--- src/rtl/adder_rv_arbiter.sv ---
// Round-robin arbiter sharing one ready/valid adder among N requester ports.
// Results return strictly in issue order; an in-order tag FIFO steers each sum to its issuer.
module adder_rv_arbiter #(
    parameter int unsigned N     = 4,
    parameter int unsigned W     = 32,
    parameter int unsigned DEPTH = 4
) (
    input  logic                       clk,
    input  logic                       rst,
    input  logic [N-1:0]               req_valid,
    output logic [N-1:0]               req_ready,
    input  logic [N*W-1:0]             req_a,
    input  logic [N*W-1:0]             req_b,
    output logic [N-1:0]               rsp_valid,
    input  logic [N-1:0]               rsp_ready,
    output logic [W-1:0]               rsp_sum,
    output logic                       add_in_valid,
    input  logic                       add_in_ready,
    output logic [W-1:0]               add_in_a,
    output logic [W-1:0]               add_in_b,
    input  logic                       add_out_valid,
    output logic                       add_out_ready,
    input  logic [W-1:0]               add_out_sum,
    output logic [$clog2(DEPTH+1)-1:0] outstanding,
    output logic                       idle
);

    localparam int unsigned IW = (N > 1) ? $clog2(N) : 1;
    localparam int unsigned PW = $clog2(DEPTH);
    localparam int unsigned CW = $clog2(DEPTH + 1);

    logic [W-1:0]  op_a [N];
    logic [W-1:0]  op_b [N];

    logic [IW-1:0] rr_ptr_q, rr_ptr_d;
    logic [IW-1:0] cand;
    logic          grant_found;
    logic [IW-1:0] grant_idx;
    logic          can_load;
    logic          accept;

    logic          slot_valid_q, slot_valid_d;
    logic [W-1:0]  slot_a_q, slot_a_d;
    logic [W-1:0]  slot_b_q, slot_b_d;
    logic [IW-1:0] slot_tag_q, slot_tag_d;

    logic [IW-1:0] tag_mem_q [DEPTH];
    logic [PW-1:0] rd_ptr_q, rd_ptr_d;
    logic [PW-1:0] wr_ptr_q, wr_ptr_d;
    logic [CW-1:0] count_q, count_d;
    logic          fifo_empty;
    logic          fifo_full;
    logic          push;
    logic          pop;
    logic [IW-1:0] head_tag;

    always_comb begin
        for (int i = 0; i < int'(N); i++) begin
            op_a[i] = req_a[i*W +: W];
            op_b[i] = req_b[i*W +: W];
        end
    end

    // Search starts at the round-robin pointer and wraps once around all ports.
    always_comb begin
        grant_found = 1'b0;
        grant_idx   = '0;
        cand        = '0;
        for (int unsigned k = 0; k < N; k++) begin
            cand = IW'((32'(rr_ptr_q) + k) % N);
            if (!grant_found && req_valid[cand]) begin
                grant_found = 1'b1;
                grant_idx   = cand;
            end
        end
    end

    assign fifo_empty = (count_q == '0);
    assign fifo_full  = (count_q == CW'(DEPTH));
    // A pop in the same cycle deliberately does not free a FIFO entry for the load.
    assign can_load   = (!slot_valid_q || add_in_ready) && !fifo_full;
    assign accept     = !rst && can_load && grant_found;
    assign push       = accept;
    assign head_tag   = tag_mem_q[rd_ptr_q];

    always_comb begin
        req_ready = '0;
        if (accept) begin
            req_ready[grant_idx] = 1'b1;
        end
    end

    always_comb begin
        rr_ptr_d = rr_ptr_q;
        if (accept) begin
            rr_ptr_d = (grant_idx == IW'(N - 1)) ? '0 : grant_idx + IW'(1);
        end
    end

    // The slot only changes when it is empty or its contents are being taken.
    always_comb begin
        slot_valid_d = slot_valid_q;
        slot_a_d     = slot_a_q;
        slot_b_d     = slot_b_q;
        slot_tag_d   = slot_tag_q;
        if (accept) begin
            slot_valid_d = 1'b1;
            slot_a_d     = op_a[grant_idx];
            slot_b_d     = op_b[grant_idx];
            slot_tag_d   = grant_idx;
        end else if (add_in_ready) begin
            slot_valid_d = 1'b0;
        end
    end

    assign add_in_valid = slot_valid_q;
    assign add_in_a     = slot_a_q;
    assign add_in_b     = slot_b_q;

    assign add_out_ready = !fifo_empty && rsp_ready[head_tag];
    assign pop           = add_out_valid && add_out_ready;
    assign rsp_sum       = add_out_sum;

    always_comb begin
        rsp_valid = '0;
        if (!rst && add_out_valid && !fifo_empty) begin
            rsp_valid[head_tag] = 1'b1;
        end
    end

    always_comb begin
        rd_ptr_d = pop  ? rd_ptr_q + PW'(1) : rd_ptr_q;
        wr_ptr_d = push ? wr_ptr_q + PW'(1) : wr_ptr_q;
        unique case ({push, pop})
            2'b10:   count_d = count_q + CW'(1);
            2'b01:   count_d = count_q - CW'(1);
            default: count_d = count_q;
        endcase
    end

    assign outstanding = count_q;
    assign idle        = !slot_valid_q && fifo_empty;

    always_ff @(posedge clk) begin
        if (rst) begin
            rr_ptr_q     <= '0;
            slot_valid_q <= 1'b0;
            slot_a_q     <= '0;
            slot_b_q     <= '0;
            slot_tag_q   <= '0;
            rd_ptr_q     <= '0;
            wr_ptr_q     <= '0;
            count_q      <= '0;
        end else begin
            rr_ptr_q     <= rr_ptr_d;
            slot_valid_q <= slot_valid_d;
            slot_a_q     <= slot_a_d;
            slot_b_q     <= slot_b_d;
            slot_tag_q   <= slot_tag_d;
            rd_ptr_q     <= rd_ptr_d;
            wr_ptr_q     <= wr_ptr_d;
            count_q      <= count_d;
        end
    end

    always_ff @(posedge clk) begin
        if (push) begin
            tag_mem_q[wr_ptr_q] <= grant_idx;
        end
    end

    // A result with nothing outstanding means the adder broke protocol.
    always_ff @(posedge clk) begin
        if (!rst) begin
            assert (!(add_out_valid && fifo_empty));
            assert (count_q <= CW'(DEPTH));
            assert (!slot_valid_q || tag_mem_q[wr_ptr_q - PW'(1)] == slot_tag_q);
        end
    end

    assert property (@(posedge clk) disable iff (rst)
        (add_in_valid && !add_in_ready) |=>
        (add_in_valid && $stable(add_in_a) && $stable(add_in_b)));

endmodule
--- config.mk ---
export PLATFORM = sky130hd
export DESIGN_NAME = adder_rv_arbiter
export DESIGN_NICKNAME = d
export VERILOG_FILES = /design/src/rtl/adder_rv_arbiter.sv
export SDC_FILE = /design/constraint.sdc
export NUM_CORES = 1
export LEC_CHECK = 0
export CAP_MARGIN = 10
export CORE_AREA = 3 3 159 161
export CTS_CLUSTER_SIZE = 30
export DETAILED_ROUTE_END_ITERATION = 12
export DIE_AREA = 0 0 162 164
export PLACE_DENSITY_LB_ADDON = 0.05
export SETUP_SLACK_MARGIN = 0.5
export SLEW_MARGIN = 20
export SYNTH_ARGS = -nofsm -noshare
export SYNTH_HDL_FRONTEND = slang
export SYNTH_SLANG_ARGS = --single-unit
--- constraint.sdc ---
create_clock -name clk -period 7.8 [get_ports clk]
set_input_delay 1.56 -clock clk [delete_from_list [all_inputs] [get_ports clk]]
set_output_delay 1.56 -clock clk [all_outputs]
set_load 0.01 [all_outputs]
# Word-level counts from Yosys, hierarchy flattened
# Memories as Yosys holds them, arrays and structs flattened. A register that Yosys moved wholly into a read port is not among the register bits.
# Index checks and enable logic that the tools add are counted.
# W data, S select, Z words.
dict set report classes {
  n_addsub 8
  magnitude_cmp 9
  eq_ne 4
  n_mux 38
  n_bitwise 1
  n_reduce_logical 24
}
# cell n
set ops {}
lappend ops {{$bmux W32 S2} 2}
lappend ops {{$mux W32} 4}
lappend ops {{$lt A2 B3 Y1 const B} 6}
lappend ops {{$mux W1} 15}
lappend ops {{$mux W2} 7}
lappend ops {{$logic_and A1 B1 Y1} 13}
lappend ops {{$bmux W1 S2} 5}
lappend ops {{$add A2 B1 Y2 const B} 4}
lappend ops {{$mux W4} 2}
lappend ops {{$logic_not A1 Y1} 7}
lappend ops {{$pmux W3 S2} 1}
lappend ops {{$add A2 B2 Y2 const B} 2}
lappend ops {{$demux W1 S2} 2}
lappend ops {{$eq A2 B2 Y1 const B} 2}
lappend ops {{$ge A2 B1 Y1 const B} 2}
lappend ops {{$reduce_bool A2 Y1} 2}
lappend ops {{$add A3 B1 Y3 const B} 1}
lappend ops {{$eq A3 B3 Y1 const B} 1}
lappend ops {{$ge A3 B3 Y1 const B} 1}
lappend ops {{$logic_not A3 Y1} 1}
lappend ops {{$not A2 Y3} 1}
lappend ops {{$sub A3 B1 Y3 const B} 1}
lappend ops {{$eq A2 B1 Y1 const B} 1}
lappend ops {{$logic_or A1 B1 Y1} 1}
dict set report word_totals {
  reg_bits 74
  mem_bits_rw 8
  in_bits 300
  n_memories 1
}
# memory depth word_bits read_ports rd_ports_with_merged_regs wr line_no
set memory_table {}
lappend memory_table {tag_mem_q 4 2 1 1 1 47} ;# logic [IW-1:0] tag_mem_q [DEPTH];

# Depth between registers and ports, before layout
dict set report logic_depth {
  ltp_word 17
  ltp_mapped 10
  ltp_nobuf 10
}

# Worst setup path after synthesis
# No wires, ideal clock.
dict set report synth_path {
  kind {input port to output port}
  startpoint {in req_valid[0]}
  endpoint {out req_ready[1]}
  arrival_ps 2955
  t_required_ps 6240
  path_slack_ps 3285
  path_stages 9
  n_path_buf 3
  cell_sequence {a21o_1 > a21oi_1 > o22a_1 > clkbuf_1 > buf_2 > buf_2 > inv_1 > ha_1 > and2_1}
}
dict set report synth_between {
  elab_chain_len 17
  elab_cells_between_ends 29
}
# element line_no
set synth_lines {}
lappend synth_lines {{start: declaration} 10} ;# input logic [N-1:0] req_valid,
lappend synth_lines {{$bmux W1 S2} 71} ;# if (!grant_found && req_valid[cand]) begin
lappend synth_lines {{$mux W1 (not written as such)} 71}
lappend synth_lines {{$mux W1} 71}
lappend synth_lines {{$logic_not A1 Y1} 71}
lappend synth_lines {{$logic_and A1 B1 Y1} 71}
lappend synth_lines {{$mux W1} 71}
lappend synth_lines {{$logic_not A1 Y1} 71}
lappend synth_lines {{$logic_and A1 B1 Y1} 71}
lappend synth_lines {{[... 2 more ...]} n/a}
lappend synth_lines {{$logic_and A1 B1 Y1} 71}
lappend synth_lines {{$mux W2 (*)} 71}
lappend synth_lines {{named net grant_idx[1]} 38} ;# logic [IW-1:0] grant_idx;
lappend synth_lines {{$lt A2 B3 Y1 (not written as such) or $ge A2 B1 Y1 (tied branches)} 89} ;# req_ready[grant_idx] = 1'b1;
lappend synth_lines {{$logic_and A1 B1 Y1 (not written as such)} 89}
lappend synth_lines {{$mux W1 (not written as such)} 89}
lappend synth_lines {{$demux W1 S2 (*)} 89}
lappend synth_lines {{$mux W4 (*)} 88} ;# if (accept) begin
lappend synth_lines {{end: declaration} 11} ;# output logic [N-1:0] req_ready,
# Mark *: on every way through the listed nets, which the timed path passes. The rest lies on a longest branch. The select of a mux whose other input is x is not followed.

# Worst setup path in the final report
dict set report layout_path {
  startpoint {in req_valid[0]}
  endpoint {out req_ready[0]}
}
dict set report layout_between {
  elab_chain_len 17
  elab_cells_between_ends 29
}
# element line_no
set layout_lines {}
lappend layout_lines {{$bmux W1 S2} 71}
lappend layout_lines {{$mux W1 (not written as such)} 71}
lappend layout_lines {{$mux W1} 71}
lappend layout_lines {{$logic_not A1 Y1} 71}
lappend layout_lines {{$logic_and A1 B1 Y1} 71}
lappend layout_lines {{$mux W1} 71}
lappend layout_lines {{$logic_not A1 Y1} 71}
lappend layout_lines {{$logic_and A1 B1 Y1} 71}
lappend layout_lines {{$mux W1} 71}
lappend layout_lines {{$logic_not A1 Y1} 71}
lappend layout_lines {{$logic_and A1 B1 Y1} 71}
lappend layout_lines {{$mux W2} 71}
lappend layout_lines {{$lt A2 B3 Y1 (not written as such) or $ge A2 B1 Y1 (tied branches)} 89}
lappend layout_lines {{$logic_and A1 B1 Y1 (not written as such)} 89}
lappend layout_lines {{$mux W1 (not written as such)} 89}
lappend layout_lines {{$demux W1 S2} 89}
lappend layout_lines {{$mux W4 (*)} 88}
# Mark *: on every way between the ends. The rest lies on a longest branch, timed or not. The select of a mux whose other input is x is not followed.

==> impl_metrics.toml <==
[status]
status = "complete, no violations"

[grt]
grt_pass1_wl_um = 30600
grt.busiest_layer = "met2"
antenna_found_initial = 1
grt_use_met2_pct = 26.9
first_global_vias = 5264
grt_usage_pct = 15.0
gr-total-overflow = 0
grt_util_met3_pct = 6.15
gr-usage-met1_pct = 15.9
grt_max_degree = 67

[synthesis]
synth.top_cell.area_share_pct = 31.0
synth_area_leaders = "dfxtp_1 (31%), mux2i_1 (27%), o221ai_1 (11%)"
synth_top_family_by_area = "multiplexers"
synth-xor-area-share_pct = 0.357
synth_fa_ha_area_share_pct = 2.70
synth-simple-area-share_pct = 9.47
syn-instance-count = 502
yosysSeqAreaShare_pct = 35.9
synth_fp_nets = 812
postSynthAreaPerCell_um2 = 9.79
yosys.area.top_type = "dfxtp_1"
syn_area_mm2 = 0.00491
yosysWarnings = 0
synth_cell_types = 34
synth_compound_area_share_pct = 13.9
ys_seq_elements = 84
muxShareOfSynthArea_pct = 28.6

[timing]
fin_crit_ps = 5430
hold_viol = 0
rsz0062_at_grt = "no"
hold_ws_ps = 465
max_freq_mhz = 184
setup_tns_ps = 0
finalClockSkew_ps = 8.67
setup_viol = 0
fin_crit_sh_pct = 69.6
relSlewSlack_pct = 34.1
drv_slew = 0
worst_pin_slew_ps = 989

[setup_path]
max_stage_delay_ps = 500
arrival_ps = 3870
worstPathRequired_ps = 6240
worstSetupEndpointType = "primary output"
cp_slowest_cell = "o22a_4"
crit_family = "buffers and inverters"
crit_fanout = 33
critPathBufInv = 3
path_class = "input pin to primary output"
start_kind = "input pin"
path_common_cell = "clkdlybuf4s50_1"
crit_chain = "clkdlybuf4s50_1 -> a21o_1 -> a21oi_1 -> o22a_4 -> inv_1 -> ha_1 -> and2_1 -> clkdlybuf4s50_1"

[routing]
wl_per_cell_um = 18.6
vias_per_cell = 4.43
antenna_left = 0
wl_um = 20900
drt-initial-drc-count = 133
drc = 0
vias = 4985
dr.pass1.iters = 4

[worst_hold_path]
min_path_type = "flop to flop"

[floorplanning]
die_x_um = 162
initial_core_util_pct = 20.4
io_pins = 410
die_area_mm2 = 0.0266
std_cell_rows = 57
die_y_um = 164
core_mm2 = 0.0241

[power]
fin_total_pwr_mw = 2.12
p_int_mw = 1.37
powerDensity_mw_per_mm2 = 243
switching_share_pct = 35.5
peakVddDrop_v = 0.0000833
pwr-share-seq_pct = 31.2
switching_power_mw = 0.753
p_comb_share_pct = 48.8
pwr-share-clk_pct = 20.0
p_leak_nw = 3.29

[clocking]
clock_sinks = 84
post_cts_resized = 0
post-cts-setup-buffer-count = 0
cts_max_level = 3
cts_tree = "built"
clock_path_buffers = 2
hold_buffers = 0
cts.clk_slew.worst_paths_ps = 70
cts_root_buf = "clkbuf_16"
insertion_delay_ps = 350
numCtsBuffers = 9

[cells_and_area]
final_cell_mix = "clkdlybuf4s50_1 (345), mux2i_1 (131), dfxtp_1 (76)"
final_common_cell = "clkdlybuf4s50_1"
nFillCells = 2440
final_core_util_pct = 36.2
fin_nets = 1106
antenna_cells = 0
area_delta_synth_final_pct = 77.5
drive_gt1_share_pct = 4.37

[placement]
dp_hpwl_um = 16000
portBuffers = 345
gp_congestion = 0.793

[flow_run]
maxCapViolCount = 0
flip-flops by register name, indices dropped and copies added, names as in the netlist, named ones only:
| register | flops |
|---|---|
| rr_ptr_q | 2 |
| rd_ptr_q | 2 |
| tag_mem_q | 8 |
| add_in_b | 32 |
| wr_ptr_q | 2 |
| add_in_valid | 1 |
| add_in_a | 32 |
| outstanding | 3 |
kinds of logic (layout without fill, tap and decap cells):
logic type / after synthesis / after routing
multiplexers: 137 / 137
AND/OR/NAND/NOR: 108 / 108
flip-flops: 84 / 84
AO/OA/AOI/OAI: 81 / 81
buffers and inverters: 80 / 379
adder cells (fa/ha/maj): 10 / 10
XOR/XNOR: 2 / 2
power by group through the flow:
stage / Clock (mW) / Combinational [mW] / Sequential (mW)
2_1_floorplan: 0 / 0.485 / 0.714
3_3_place_gp: 0 / 1.05 / 0.668
3_5_place_dp: 0 / 1.06 / 0.670
4_1_cts: 0.448 / 1.06 / 0.664
5_1_grt: 0.462 / 1.13 / 0.684
6_report: 0.425 / 1.04 / 0.662
worst reg2reg max path, stage by stage, from the launching register on:
cell and delay [ps]:
dfxtp_1 420, mux4_2 590, mux2i_1 150, mux2_4 290, nor2_2 170, ha_1 220, inv_1 60, fa_1 370
xor2_1 160, or3_1 300, a21oi_1 140
layout make-up:
| cell class | count | area (um^2) | area share [%] |
|---|---|---|---|
| well taps | 324 | 405 | 4.65 |
| repair buffers | 352 | 3510 | 40.2 |
| inverters | 11 | 41.3 | 0.473 |
| clock inverters | 7 | 58.8 | 0.674 |
| flip-flops and latches | 84 | 1760 | 20.2 |
| clock buffers | 9 | 225 | 2.58 |
| multi-input cells | 338 | 2730 | 31.2 |
through the flow:
stage | cell area, um^2 | instances | worst slack (ps)
global placement | 8440 | 1109 | 2380
floorplan | 4910 | 502 | 3280
finish | 8720 | 1125 | 2370
detailed placement | 8440 | 1109 | 2340
CTS | 8720 | 1125 | 2340
global route | 8720 | 1125 | 2250
routing by layer:
metal	wire length [um]	vias to the layer above	share of wire (%)
li1	-	2416	-
met1	7510	2311	36
met2	10800	227	52
met3	2130	29	10
met4	460	2	2.2
met5	13	-	0.062
final timing paths:
check | start | endpoint | depth (start not counted) | slack (ps)
setup reg to reg | flop | outstanding[2] | 10 | 4850
hold reg to reg | add_in_a[28] | add_in_a[28] | 2 | 460
hold / removal | add_in_a[28] | add_in_a[28] | 2 | 460
setup / recovery | req_valid[0] | req_ready[0] | 8 | 2370
synth_stat cells (all sizes together):
library cell / number
dfxtp: 76
mux2i: 131
o21ai: 4
nor2b: 3
and3: 2
a21o: 2
xor2: 2
nor2: 12
buf: 57
nand3: 1
o22ai: 1
o31ai: 1
mux4: 2
fa: 1
or3: 3
ha: 9
o221ai: 64
nand2b: 3
a2111oi: 1
clkbuf: 12
nand2: 72
and2: 8
nor3: 1
nor4: 3
mux2: 4
o22a: 1
inv: 11
edfxtp: 8
a21oi: 6
a211oi: 1
Power figures use the tool's default switching activity.
